--- config.mk ---
export PLATFORM = sky130hd
export DESIGN_NAME = cmp_sweep_ctrl
export DESIGN_NICKNAME = d
export VERILOG_FILES = /design/src/rtl/cmp_sweep_ctrl.sv
export SDC_FILE = /design/constraint.sdc
export NUM_CORES = 1
export LEC_CHECK = 0
export ABC_AREA = 1
export BUFFER_PORTS_ARGS = -buffer_cell sky130_fd_sc_hd__buf_2
export CORE_MARGIN = 4
export CORE_UTILIZATION = 50
export DETAILED_ROUTE_END_ITERATION = 8
export PLACE_DENSITY = 0.85
export SYNTH_ARGS = -nofsm -noshare
export SYNTH_HDL_FRONTEND = slang
export SYNTH_SLANG_ARGS = --single-unit
--- constraint.sdc ---
create_clock -name clk -period 2.9 [get_ports clk]
set_input_delay 0.58 -clock clk [delete_from_list [all_inputs] [get_ports clk]]
set_output_delay 0.58 -clock clk [all_outputs]
set_load 0.05 [all_outputs]
--- src/rtl/cmp_sweep_ctrl.sv ---
// cmp_sweep_ctrl: drives a 5-input comparator across vectors lo..hi, holds each for
// SETTLE cycles, samples Z, and gathers hit statistics. Define CMP_SWEEP_MAP_EN for the per-vector result map.
module cmp_sweep_ctrl #(
  parameter int unsigned SETTLE = 1
) (
  input  logic        clk,
  input  logic        rst,
  input  logic        start,
  input  logic        abort,
  input  logic [4:0]  lo,
  input  logic [4:0]  hi,
  output logic        A,
  output logic        B,
  output logic        C,
  output logic        D,
  output logic        E,
  input  logic        Z,
  output logic        busy,
  output logic        done,
  output logic        err,
  output logic [5:0]  hit_count,
  output logic [4:0]  first_hit,
  output logic        first_valid,
  output logic [31:0] result_map
);

  typedef enum logic [1:0] {
    S_IDLE,
    S_WAIT,
    S_SAMPLE,
    S_DONE
  } state_t;

  localparam logic [3:0] SETTLE_LAST = 4'(SETTLE - 1);

  state_t     state_q, state_d;
  logic [4:0] vec_q;
  logic [4:0] hi_q;
  logic [3:0] settle_cnt;
  logic       accept;
  logic       sample_now;
  logic       last_vec;

  assign accept     = (state_q == S_IDLE) && start;
  assign sample_now = (state_q == S_SAMPLE);
  // End check uses the current vector, so hi=31 finishes without wrapping vec.
  assign last_vec   = (vec_q == hi_q);

  assign {A, B, C, D, E} = vec_q;
  assign busy = (state_q == S_WAIT) || (state_q == S_SAMPLE);
  assign done = (state_q == S_DONE);

  // NOTE: sequential state uses non-blocking assignments so every register
  // samples the pre-edge values regardless of block ordering.
  always_ff @(posedge clk) begin
    if (rst) state_q <= S_IDLE;
    else     state_q <= state_d;
  end

  always_comb begin
    // NOTE: default assigned first so no path through the case leaves
    // state_d unassigned, which would otherwise infer a latch.
    state_d = state_q;
    case (state_q)
      S_IDLE: begin
        if (start) state_d = (lo <= hi) ? S_WAIT : S_DONE;
      end
      S_WAIT: begin
        if (abort)                          state_d = S_IDLE;
        else if (settle_cnt == SETTLE_LAST) state_d = S_SAMPLE;
      end
      S_SAMPLE: begin
        if (abort)         state_d = S_IDLE;
        else if (last_vec) state_d = S_DONE;
        else               state_d = S_WAIT;
      end
      S_DONE:  state_d = S_IDLE;
      default: state_d = S_IDLE;
    endcase
  end

  always_ff @(posedge clk) begin
    if (rst) begin
      vec_q       <= '0;
      hi_q        <= '0;
      settle_cnt  <= '0;
      err         <= 1'b0;
      hit_count   <= '0;
      first_hit   <= '0;
      first_valid <= 1'b0;
    end else begin
      if (accept) begin
        hi_q        <= hi;
        err         <= (lo > hi);
        hit_count   <= '0;
        first_hit   <= '0;
        first_valid <= 1'b0;
        settle_cnt  <= '0;
        if (lo <= hi) vec_q <= lo;
      end

      if ((state_q == S_WAIT) && !abort && (settle_cnt != SETTLE_LAST))
        settle_cnt <= settle_cnt + 4'd1;

      // An aborted SAMPLE still records its Z; only the advance is suppressed.
      if (sample_now) begin
        if (Z) begin
          hit_count <= hit_count + 6'd1;
          if (!first_valid) begin
            first_hit   <= vec_q;
            first_valid <= 1'b1;
          end
        end
        if (!abort && !last_vec) begin
          vec_q      <= vec_q + 5'd1;
          settle_cnt <= '0;
        end
      end
    end
  end

`ifdef CMP_SWEEP_MAP_EN
  logic [31:0] map_q;

  // NOTE: the map is a visible output, so it is reset like any other flop
  // rather than treated as uninitialised storage.
  always_ff @(posedge clk) begin
    if (rst)             map_q         <= '0;
    else if (accept)     map_q         <= '0;
    else if (sample_now) map_q[vec_q]  <= Z;
  end

  assign result_map = map_q;
`else
  assign result_map = '0;
`endif

endmodule

Yosys cells after proc, flatten, opt, wreduce, memory -nomap -nowiden
Index checks and enable logic that the tools add are counted.
{"block": "classes", "n_reduce_logical": 11, "order_cmp": 2, "eq_ne": 6, "mux": 26, "n_addsub": 3}
{"cell": "$mux W5", "count": 8}
{"cell": "$mux W6", "count": 3}
{"cell": "$mux W4", "count": 4}
{"cell": "$mux W2", "count": 6}
{"cell": "$pmux W2 S4", "count": 1}
{"cell": "$add A6 B1 Y6 const B", "count": 1}
{"cell": "$add A5 B1 Y5 const B", "count": 1}
{"cell": "$eq A5 B5 Y1", "count": 1}
{"cell": "$gt A5 B5 Y1", "count": 1}
{"cell": "$le A5 B5 Y1", "count": 1}
{"cell": "$add A4 B1 Y4 const B", "count": 1}
{"cell": "$eq A2 B2 Y1 const B", "count": 2}
{"cell": "$logic_and A1 B1 Y1", "count": 4}
{"cell": "$logic_not A4 Y1", "count": 1}
{"cell": "$mux W1", "count": 4}
{"cell": "$reduce_bool A4 Y1", "count": 1}
{"cell": "$ne A3 B3 Y1 const B", "count": 1}
{"cell": "$eq A2 B1 Y1 const B", "count": 1}
{"cell": "$logic_not A1 Y1", "count": 2}
{"cell": "$logic_not A2 Y1", "count": 1}
{"cell": "$ne A2 B2 Y1 const B", "count": 1}
{"cell": "$reduce_and A2 Y1", "count": 1}
{"cell": "$logic_or A1 B1 Y1", "count": 1}
{"block": "word_totals", "output_inout_bits": 52, "wordCells": 56, "regBits": 29}

Logic depth before layout (Yosys ltp)
Gate-level depths: netlist of run 1.
{"block": "depth", "depth_word": 6, "mapped_depth": 12, "ltp_nobuf": 11}

Worst setup path before layout of run 1
OpenSTA, ideal clock, no wires.
{"block": "synth_timing", "path_kind": "input port to flip-flop", "start": "in hi[4]", "end": "reg vec_q[2]", "t_arrival_ps": 1622, "required_ps": 2785, "slack_ps": 1164, "stages": 12, "n_path_buf": 1, "path_cell_list": "inv_1 ha_1 nand2_1 nor2_1 nand2_1 nand3_1 nand2_1 buf_2 nand3_1 nand2_1 nor2_1 nor2_1"}
{"block": "synth_between", "elab_chain_cells": 5}
{"element": "start: declaration", "line_no": "11", "source": "input logic [4:0] hi,"}
{"element": "$le A5 B5 Y1 *", "line_no": "99", "source": "if (lo <= hi) vec_q <= lo;"}
{"element": "$mux W5 *", "line_no": "99"}
{"element": "$mux W5 *", "line_no": "92", "source": "if (accept) begin"}
{"element": "$mux W5", "line_no": "114", "source": "if (!abort && !last_vec) begin"}
{"element": "$mux W5 *", "line_no": "106", "source": "if (sample_now) begin"}
{"element": "end signal: assignment", "line_no": "99"}
{"element": "end signal: assignment", "line_no": "115", "source": "vec_q <= vec_q + 5'd1;"}
{"element": "end: declaration", "line_no": "37", "source": "logic [4:0] vec_q;"}
Mark *: on every way between the ends. The rest lies on a longest branch, timed or not.
A chain may end at the register's enable or synchronous reset.

Worst setup path after layout of run 1
{"block": "layout_timing", "start": "reg state_q[1]", "end": "out busy"}
{"block": "layout_between", "elab_chain_cells": 2}
{"element": "start: declaration", "line_no": "36", "source": "state_t state_q, state_d;"}
{"element": "start signal: assignment", "line_no": "57", "source": "else state_q <= state_d;"}
{"element": "$eq A2 B1 Y1 or $eq A2 B2 Y1 (tied branches)", "line_no": "50", "source": "assign busy = (state_q == S_WAIT) || (state_q == S_SAMPLE);"}
{"element": "$logic_or A1 B1 Y1 *", "line_no": "50"}
{"element": "end: declaration", "line_no": "18", "source": "output logic busy,"}
Marks and branches as above.

==> results of run 1 <==
[logic make-up (layout without fill, tap and decap cells)]
| family | after synthesis | count (layout) | share of synthesized area |
|---|---|---|---|
| compound gates | 55 | 55 | 0.149 |
| xor+xnor | 5 | 5 | 0.0231 |
| fa+ha+maj | 14 | 14 | 0.0922 |
| buf+inv | 70 | 73 | 0.212 |
| flops | 29 | 29 | 0.306 |
| other cells | 1 | 32 | 0.00197 |
| simple gates | 96 | 96 | 0.216 |
[registers in the layout, summed over array words and instances (netlist names)]
signal and count:
first_valid 1, first_hit 5, state_q 2, vec_q 5, hit_count 6, err 1
hi_q 5, settle_cnt 4
[worst max-delay path: cells and delay by family, from the launching register on]
family     cells  cell delay, ps
flops          1             410
buf+inv        2             350
fa+ha+maj      1             270
[power by group through the flow]
stage	logic, mW	clock network (mW)	registers, mW
after detailed placement	0.682	0	0.526
after global routing	0.746	0.353	0.528
final	0.684	0.322	0.517
after global placement	0.670	0	0.522
after CTS	0.686	0.329	0.518
after floorplan	0.490	0	0.633
[metal layers]
metal	track usage	up-vias	wire length, µm
met2	0.269	55	1870
met4	0.0574	0	44
met1	0.192	750	1640
met5	0	-	0
li1	-	868	-
met3	0.0594	6	305
[metrics by stage]
step	setup slack, ps	utilization
final	1000	0.559
after global routing	884	0.559
after CTS	997	0.559
after detailed placement	874	0.536
after global placement	943	0.536
after floorplan	1160	-
[layout by cell type (no fill, tap or decap), types with 2 or more instances in the layout]
cell,instances
sky130_fd_sc_hd__clkinv_2,2
sky130_fd_sc_hd__inv_2,3
sky130_fd_sc_hd__a21oi_1,29
sky130_fd_sc_hd__o21ai_1,5
sky130_fd_sc_hd__dfxtp_1,29
sky130_fd_sc_hd__clkbuf_8,5
sky130_fd_sc_hd__a211oi_1,2
sky130_fd_sc_hd__ha_1,14
sky130_fd_sc_hd__nand2_1,45
sky130_fd_sc_hd__nand3_1,19
sky130_fd_sc_hd__nand2_2,3
sky130_fd_sc_hd__conb_1,32
sky130_fd_sc_hd__nor3_1,2
sky130_fd_sc_hd__nor2_1,22
sky130_fd_sc_hd__buf_2,34
sky130_fd_sc_hd__o21ai_0,18
sky130_fd_sc_hd__xor2_1,4
sky130_fd_sc_hd__inv_1,27
sky130_fd_sc_hd__nand4_1,2
[worst min path at each step]
| stage | start | slack, ps | endpoint | cells after the start |
|---|---|---|---|---|
| floorplan | hi_q[0] | 440 | hi_q[0] | 2 |
| global placement | first_hit[3] | 450 | first_hit[3] | 2 |
| detailed placement | first_hit[3] | 460 | first_hit[3] | 2 |
| CTS | first_hit[3] | 470 | first_hit[3] | 2 |
| global route | first_hit[2] | 480 | first_hit[2] | 2 |
| finish | first_hit[3] | 460 | first_hit[3] | 2 |
[cell type report]
cell class | instances | area [µm²]
fillers | 382 | 1620
flip-flops and latches | 29 | 581
multi-input cells | 202 | 1030
inverters | 30 | 113
clock buffers | 6 | 72.6
clock inverters | 2 | 10.0
well taps | 48 | 60.1
repair buffers | 35 | 178
==> metrics.md, run 1 <==
| Metric | Value |
|---|---|
| Crit Path Max Fanout | `4` |
| Count of cells resized by post-cts repair | `0` |
| Portion of synthesized cell area occupied by the leading cell type | `0.306` |
| Cell with the most instances after synthesis | `sky130_fd_sc_hd__nand2_1` |
| Cells along the critical path | `inv_1, ha_1, buf_2` |
| Synthesized area | `1900 µm²` |
| Share of the yosys chip area belonging to registers | `0.306` |
| Count of routing violations after the opening detailed-route iteration | `34` |
| Number of sinks on the clock net | `29` |
| Proportion of layout cells with a drive suffix above 1 | `0.164` |
| Number of levels the H-tree was split into | `2` |
| Later-pin clock latency in the skew report | `~280 ps` |
| Average routed wire per standard cell | `about 11 µm` |
| CP Data Required Time | `2320 ps` |
| Most numerous cell types in the synthesized netlist | `45 x sky130_fd_sc_hd__nand2_1, 32 x sky130_fd_sc_hd__buf_4, 29 x sky130_fd_sc_hd__a21oi_1, 29 x sky130_fd_sc_hd__dfxtp_1, 27 x sky130_fd_sc_hd__inv_1` |
| DR vias | `about 1700` |
| Floorplan Core Area | `approximately 3700 µm²` |
| Internal cell power | `0.790 mW` |
| Yosys cell types | `25` |
| Achievable clock frequency | `between 0.5 and 0.6 GHz` |
| Status | `finished, final reports clean` |
| Count of state elements after synthesis | `29` |
| CP Class | `flip-flop to primary output` |
| Setup crit start | `state_q[1]` |
| Placed wire-length estimate | `a little under 3000 µm` |
| Residual antenna-violating net count after detailed routing | `0` |
| Areal power density over the cells | `about 740 nW/µm²` |
| Depth of the worst register-to-register path | `8` |
| Global-route wire length before repair | `roughly 6500 µm` |
| Count of inserted antenna diode cells | `0` |
| Buffers from clock root to sink, at most | `2` |
| Nets@finish | `332` |
| Final slew viol count | `0` |
| Post-CTS setup repair buffer count | `0` |
| Min-delay worst type | `flip-flop to flip-flop` |
| Smallest hold slack | `approximately 460 ps` |
| Crit path time final | `1900 ps` |
| RePlAce Congestion | `~0.83` |
| Maximum single-stage delay on the critical path | `approximately 410 ps` |
| Drt first pass iters | `4` |
| Average via count per standard cell | `between 4 and 5` |
| Non-filler instance count after layout | `352` |
| Largest cells by area after synthesis | `sky130_fd_sc_hd__dfxtp_1 31%, sky130_fd_sc_hd__buf_4 13%, sky130_fd_sc_hd__ha_1 9.2%, sky130_fd_sc_hd__nand2_1 8.9%, sky130_fd_sc_hd__a21oi_1 7.6%` |
| Hold Buf Count CTS | `0` |
| Drc violations | `0` |
| Final critical-path share of the clock period | `0.654` |
| Switching power | `between 0.7 and 0.8 mW` |
| Initial antenna violation count | `0` |
| Total negative setup slack | `0 ps` |
| Post-place instance area | `between 1500 and 2000 µm²` |
| Reg2reg setup slack | `about 1000 ps` |
| Via count of the first global-routing pass | `approximately 1500` |
| Proportion of power drawn by the clock network | `0.211` |
| Worst clock skew on the final layout | `between 4 and 5 ps` |
| Leakage power summed over all cells | `~1.1 nW` |
| Number of enable-type register cells in the synthesized netlist | `0` |
| I/O pin count | `between 60 and 70` |
| TritonCTS clock tree | `yes` |
| Unrepaired setup endpoints after global routing | `no` |
| X dimension of the die | `slightly below 70 µm` |
| Post-synthesis async set-or-reset flop share | `0` |
| Remaining global-route overflow | `0` |
| Layout-stage area growth over the synthesis result | `7.71%` |
| Cell accounting for the most synthesized area | `sky130_fd_sc_hd__dfxtp_1` |
| Die Height | `69.6 µm` |
| Share of power burned in registers | `0.340` |
| Worst voltage drop across the vdd grid | `approximately 0.00040 V` |
| IO buf count | `34` |
| Source of the worst register-to-register timing path | `state_q[1]` |
| Worst R2R End | `settle_cnt[3]` |
| Critical path's slowest cell | `sky130_fd_sc_hd__dfxtp_1` |
| Number of buffers created by CTS | `5` |
| Comb pwr share | `0.449` |
| Std-Cell Rows | `22` |
| Starting density of the core | `0.519` |
| Cells after synthesis | `between 200 and 300` |
| WL final | `between 3000 and 4000 µm` |
| Number of hold violations in the final report | `0` |
| Cell Count Post-Placement | `about 340` |
| Data arrival time of the critical path | `1320 ps` |
| Die ar. | `around 4800 µm²` |
| Library cell used as clock root buffer | `sky130_fd_sc_hd__clkbuf_8` |
| Final Setup Violations | `0` |
| Most instantiated flip-flop cell in the synthesis netlist | `sky130_fd_sc_hd__dfxtp_1` |
| Clock-pin slew of the registers on the worst-case setup and hold paths | `approximately 70 ps` |
| Synth warnings | `0` |
| Max-cap viol count | `0` |
| Average size of a mapped cell | `roughly 7.0 µm²` |
| Kind of launch point of the worst setup path | `flip-flop` |
| Combined global-route utilization of all metal layers | `0.162` |
| Destination of the critical timing path | `busy` |
| Total power of the final layout | `between 1.5 and 2 mW` |
| Critical path endpoint category | `primary output` |
| Proportion of total power due to net switching | `0.481` |
| Summed area of non-filler cells in the final layout | `2050 µm²` |
| Pin count of the biggest net entering global routing | `23` |
No activity file was read; power rests on OpenSTA's default activity.
==> inputs of run 2 (changes only) <==
Settings changed: ABC_AREA 1 to 0, CORE_UTILIZATION 50 to 45, PLACE_DENSITY 0.85 to 0.81.
Clock period 2.9 ns to 1.5 ns, I/O delays scaled along.
==> run 2 against run 1 <==
Net effect: clock skew increased by 1.3 ps; hold slack got worse by 180 ps; flip-flop and latch count unchanged.
==> metrics.md, run 2 <==
| Metric | Value |
|---|---|
| Cell accounting for the most synthesized area | `sky130_fd_sc_hd__dfxtp_1` |
| Unrepaired setup endpoints after global routing | `yes` |
| Most numerous cell types in the synthesized netlist | `32 x sky130_fd_sc_hd__buf_4, 29 x sky130_fd_sc_hd__dfxtp_1, 23 x sky130_fd_sc_hd__nand2_1` |
| Count of state elements after synthesis | `29` |
| Synth warnings | `0` |
| Synthesized area | `about 1900 µm²` |
| Count of routing violations after the opening detailed-route iteration | `between 100 and 150` |
| Floorplan Core Area | `just over 4000 µm²` |
| Critical path endpoint category | `flip-flop` |
| CP Class | `flip-flop to flip-flop` |
| Final Setup Violations | `0` |
| Worst voltage drop across the vdd grid | `roughly 0.00072 V` |
| Cell Count Post-Placement | `about 340` |
| Maximum single-stage delay on the critical path | `between 300 and 400 ps` |
| Yosys cell types | `43` |
| Die Height | `between 70 and 80 µm` |
| Combined global-route utilization of all metal layers | `0.164` |
| Number of buffers created by CTS | `5` |
| Post-Place Worst Slack | `-211 ps` |
| Portion of synthesized cell area occupied by the leading cell type | `0.309` |
| Initial antenna violation count | `0` |
| Starting density of the core | `0.466` |
| X dimension of the die | `approximately 73 µm` |
| Residual antenna-violating net count after detailed routing | `0` |
| Largest cells by area after synthesis | `sky130_fd_sc_hd__dfxtp_1 31%, sky130_fd_sc_hd__buf_4 13%, sky130_fd_sc_hd__ha_1 9.3%, sky130_fd_sc_hd__a21oi_1 5.6%, sky130_fd_sc_hd__nand2_1 4.6%` |
| RePlAce Congestion | `about 0.8` |
| Clock-pin slew of the registers on the worst-case setup and hold paths | `approximately 60 ps` |
| Cell with the most instances after synthesis | `sky130_fd_sc_hd__buf_4` |
| Layout Utilization | `0.592` |
| Critical path's slowest cell | `sky130_fd_sc_hd__dfxtp_1` |
| Max-cap viol count | `0` |
| Std-Cell Rows | `23` |
| Crit Path Max Fanout | `5` |
| Average routed wire per standard cell | `roughly 13 µm` |
| Total negative setup slack | `0 ps` |
| Later-pin clock latency in the skew report | `280 ps` |
| Status | `finished, final reports clean` |
| Remaining global-route overflow | `0` |
| Final slew viol count | `0` |
| Share of the yosys chip area belonging to registers | `0.309` |
| Placed wire-length estimate | `~3200 µm` |
| Achievable clock frequency | `about 0.7 GHz` |
| Areal power density over the cells | `roughly 1500 nW/µm²` |
| Layout-stage area growth over the synthesis result | `27.0%` |
| IO buf count | `34` |
| Average via count per standard cell | `5.05` |
| Number of levels the H-tree was split into | `2` |
| Total power of the final layout | `3.63 mW` |
| Drc violations | `0` |
| Most frequent cells in the layout | `33 x sky130_fd_sc_hd__buf_2, 32 x sky130_fd_sc_hd__conb_1, 24 x sky130_fd_sc_hd__buf_4` |
| Hold Buf Count CTS | `0` |
| Final critical-path setup slack | `about 35 ps` |
| WL final | `between 4000 and 5000 µm` |
| Buffers from clock root to sink, at most | `2` |
| Proportion of layout cells with a drive suffix above 1 | `0.337` |
| Category of cells accounting for the largest share of critical-path delay | `simple AND/OR/NAND/NOR gates` |
| CP Data Required Time | `about 1700 ps` |
| Kind of launch point of the worst setup path | `flip-flop` |
| Data arrival time of the critical path | `between 1500 and 2000 ps` |
| I/O pin count | `67` |
| DR vias | `approximately 1700` |
| Post-synthesis async set-or-reset flop share | `0` |
| Min-delay worst type | `input port to flip-flop` |
| Most instantiated flip-flop cell in the synthesis netlist | `sky130_fd_sc_hd__dfxtp_1` |
| Multi-input logic area | `approximately 1200 µm²` |
| Largest Register | `hit_count` |
| Drt first pass iters | `4` |
| Crit path time final | `about 1500 ps` |
| Leakage power summed over all cells | `about 1.1 nW` |
| Register Area | `592 µm²` |
| Via count of the first global-routing pass | `roughly 1600` |
| Cell mode on critical path | `sky130_fd_sc_hd__nor2_1` |
| TritonCTS clock tree | `yes` |
| Number of enable-type register cells in the synthesized netlist | `0` |
| Fill cell count | `349` |
| Final critical-path share of the clock period | `0.977` |
| Most common cell after layout, fill and taps aside | `sky130_fd_sc_hd__buf_2` |
| Count of inserted antenna diode cells | `0` |
| Global-route wire length before repair | `6930 µm` |
| Worst clock skew on the final layout | `6.12 ps` |
| Number of hold violations in the final report | `0` |
| Cells along the critical path | `inv_1, ha_1, nor3b_2, buf_4, nor2_2, nor2_1, a21oi_1, nor2_1` |
| Library cell used as clock root buffer | `sky130_fd_sc_hd__clkbuf_8` |
| Average size of a mapped cell | `around 8 µm²` |
| Flip-flop count of the largest register, all copies and words added | `6` |
| Pin count of the biggest net entering global routing | `27` |
| Nets@finish | `~320` |
| Number of sinks on the clock net | `29` |
| Die ar. | `5270 µm²` |
| Critical path buffers and inverters | `2` |
| Cells after synthesis | `approximately 240` |
| Non-filler instance count after layout | `~340` |
[run 2: repair_timing]
action,CTS,global route
hold endpoints to repair,0,0
resized for setup,8,14
cloned,0,0
setup endpoints to repair,7,27
pin swaps,0,4
setup buffers,0,1
[run 2: final timing paths]
path,depth (start not counted),to,slack (ps),start
worst max register to register,8,settle_cnt[3],30,settle_cnt[0]
worst max-delay path,8,settle_cnt[3],30,settle_cnt[0]
worst min-delay path,3,hi_q[3],290,hi[3]
worst min register to register,2,first_hit[3],470,first_hit[3]
[run 2: area by class of cell]
| cell class | instances | share of cell area |
|---|---|---|
| Multi-Input combinational cell | 188 | 0.502 |
| Sequential cell | 29 | 0.248 |
| Clock buffer | 7 | 0.0362 |
| Tap cell | 50 | 0.0262 |
| Clock inverter | 1 | 0.0126 |
| Timing Repair Buffer | 59 | 0.158 |
| Inverter | 10 | 0.0168 |
[run 2: metrics by stage]
step | instance area, µm² | hold WS (ps)
global route | 2390 | 285
detailed placement | 2200 | 460
finish | 2390 | 285
global placement | 2200 | 455
floorplan | 2050 | 436
CTS | 2330 | 284
[run 2: power by group]
| part | switching [mW] | total, mW | internal, mW |
|---|---|---|---|
| Sequential | 0.104 | 0.989 | 0.886 |
| Combinational | 1.14 | 1.81 | 0.668 |
| Clock | 0.290 | 0.831 | 0.541 |
| Total | 1.54 | 3.63 | 2.09 |
[run 2: worst register-to-register path: cells and delay by family, from the launching register on]
kind	cells	cell delay (ps)
compound gates	1	160
buf+inv	2	190
flops	1	340
simple gates	4	490
fa+ha+maj	1	190
[run 2: cells by family (layout without fill, tap and decap cells)]
family,count (synthesis),in the layout,synth area share
AOI/OAI and AO/OA,52,52,0.181
and+or+nand+nor,83,83,0.213
muxes,1,1,0.00533
buffers and inverters,50,77,0.168
DFF,29,29,0.309
xor gates and xnor gates,6,6,0.0280
adders and majority gates,14,14,0.0932
other,1,32,0.00200
[run 2: per-layer routing]
layer / global-route usage / share of wire / vias up
met3: 0.0372 / 0.070 / 6
met2: 0.280 / 0.51 / 77
met5: 0 / 0 / -
li1: - / - / 864
met4: 0.0717 / 0.016 / 0
met1: 0.197 / 0.40 / 790
==> inputs of run 3 (changes only) <==
Settings changed: CORE_UTILIZATION 45 to 30, PLACE_DENSITY 0.81 to 0.6.
==> run 3 against run 2 <==
Net effect: die area is 44% higher; register-to-register slack better by 20 ps; routed wire length is 12% higher; critical path type is now flip-flop to primary output; largest power group unchanged.
==> metrics.md, run 3 (synthesized netlist as in run 2, its figures left out) <==
| Metric | Value |
|---|---|
| Status | `finished, final reports clean` |
| Via count of the first global-routing pass | `1731` |
| Share of power burned in registers | `0.250` |
| Library cell used as clock root buffer | `sky130_fd_sc_hd__clkbuf_8` |
| Min-delay worst type | `input port to flip-flop` |
| Remaining global-route overflow | `0` |
| DR vias | `1800` |
| Crit Path Max Fanout | `3` |
| Layout-stage area growth over the synthesis result | `39.6%` |
| Starting density of the core | `0.314` |
| Number of sinks on the clock net | `29` |
| Kind of launch point of the worst setup path | `flip-flop` |
| Total negative setup slack | `0 ps` |
| Final critical-path share of the clock period | `0.994` |
| Switching power | `~1.7 mW` |
| Final Setup Violations | `0` |
| IO buf count | `34` |
| Flip-flop count of the largest register, all copies and words added | `6` |
| Std-Cell Rows | `28` |
| Areal power density over the cells | `approximately 1500 nW/µm²` |
| Global-route wire length before repair | `7710 µm` |
| Combined global-route utilization of all metal layers | `0.128` |
| Clock-pin slew of the registers on the worst-case setup and hold paths | `70 ps` |
| Multi-input logic area | `about 1300 µm²` |
| Average via count per standard cell | `about 4.6` |
| Residual antenna-violating net count after detailed routing | `0` |
| Cell Count Post-Placement | `370` |
| Average routed wire per standard cell | `approximately 12 µm` |
| Number of hold violations in the final report | `0` |
| Comb pwr share | `0.563` |
| Placed wire-length estimate | `around 3500 µm` |
| Proportion of total power due to net switching | `0.433` |
| Setup crit start | `state_q[1]` |
| Proportion of layout cells with a drive suffix above 1 | `0.425` |
| Fill cell count | `between 500 and 600` |
| Achievable clock frequency | `0.671 GHz` |
| Nets@finish | `approximately 340` |
| CP Class | `flip-flop to primary output` |
| Number of buffers created by CTS | `5` |
| Leakage power summed over all cells | `roughly 1.2 nW` |
| Most common cell after layout, fill and taps aside | `sky130_fd_sc_hd__buf_4` |
| Die ar. | `roughly 7600 µm²` |
| Crit path time final | `1490 ps` |
| Most frequent cells in the layout | `40 x sky130_fd_sc_hd__buf_4, 34 x sky130_fd_sc_hd__buf_2, 32 x sky130_fd_sc_hd__conb_1` |
| Buffers from clock root to sink, at most | `2` |
| X dimension of the die | `roughly 87 µm` |
| WL final | `between 4000 and 5000 µm` |
| Worst clock skew on the final layout | `approximately 6.1 ps` |
| CP Data Required Time | `1200 ps` |
| Data arrival time of the critical path | `about 1200 ps` |
| Smallest hold slack | `~280 ps` |
| Die Height | `87.1 µm` |
| Critical path endpoint category | `primary output` |
| Register Area | `a little under 600 µm²` |
| RePlAce Congestion | `a little under 0.8` |
| Floorplan Core Area | `5990 µm²` |
| I/O pin count | `67` |
| Final slew viol count | `0` |
| Number of levels the H-tree was split into | `2` |
| Later-pin clock latency in the skew report | `280 ps` |
| Largest Register | `hit_count` |
| Count of routing violations after the opening detailed-route iteration | `just over 90` |
| Unrepaired setup endpoints after global routing | `yes` |
| Max-cap viol count | `0` |
| Source of the worst register-to-register timing path | `state_q[0]` |
| Drt first pass iters | `4` |
| Launch instance of the worst min-delay path | `hi[4]` |
| Drc violations | `0` |
| Proportion of power drawn by the clock network | `0.187` |
| Initial antenna violation count | `0` |
| Non-filler instance count after layout | `roughly 390` |
| Internal cell power | `2.22 mW` |
| Worst voltage drop across the vdd grid | `around 0.0009 V` |
| Pin count of the biggest net entering global routing | `16` |
| TritonCTS clock tree | `yes` |
| Count of inserted antenna diode cells | `0` |
run 3: cell count changes in the layout (fill, tap and decap cells not counted), moves of 2 or more:
cell	delta
sky130_fd_sc_hd__buf_4	+16
sky130_fd_sc_hd__dfxtp_2	+4
sky130_fd_sc_hd__buf_6	+3
sky130_fd_sc_hd__dfxtp_1	-3
sky130_fd_sc_hd__xnor2_1	-3
sky130_fd_sc_hd__xnor2_2	+3
sky130_fd_sc_hd__nor2_4	+2
run 3: worst paths after layout:
check / end / slack [ps] / cells after the start
setup reg to reg: vec_q[0] / 50 / 8
hold / removal: hi_q[4] / 280 / 3
hold reg to reg: first_hit[3] / 470 / 2
setup / recovery: busy / 9 / 3
run 3: per-stage QoR:
stage	instance area, µm²	total power [mW]	setup slack (ps)	utilization
2_1_floorplan	2050	2.21	1.48	-
3_3_place_gp	2290	2.72	-141	0.383
3_5_place_dp	2290	2.73	-185	0.383
4_1_cts	2470	3.61	0.0243	0.413
5_1_grt	2620	4.16	-41.4	0.438
6_report	2620	3.91	8.59	0.438
run 3: final cells by class:
class	instances	share of cell area
multi-input combinational	188	0.488
sequential	29	0.226
timing repair buffer	78	0.196
clock buffer	7	0.0367
tap	75	0.0358
inverter	10	0.0153
clock inverter	1	0.00191
run 3: repair_timing:
action,4_1_cts,5_1_grt
hold buffers,0,0
buffers inserted,5,4
pin swaps,3,12
resized for setup,16,29
cloned,0,1
endpoints found under the hold margin,0,0
endpoints found under the setup margin,12,21
run 3: power groups by stage:
stage               Sequential [mW]  Combinational (mW)  Clock [mW]
finish                        0.978                2.20       0.730
global route                  0.990                2.39       0.777
CTS                           0.956                1.91       0.748
detailed placement            0.967                1.76           0
global placement              0.964                1.76           0
floorplan                      1.16                1.05           0
run 3: critical path: stages (launching register included):
cell and delay (ps):
sky130_fd_sc_hd__dfxtp_2 360, sky130_fd_sc_hd__inv_2 70, sky130_fd_sc_hd__ha_2 320, sky130_fd_sc_hd__buf_6 150
run 3: metal layers:
metal  vias to the layer above  share of wire  track usage
met1                       831           0.48        0.162
met2                        66           0.45        0.206
met5                         -              0            0
met4                         0         0.0031       0.0391
li1                        901              -            -
met3                         2          0.065       0.0407
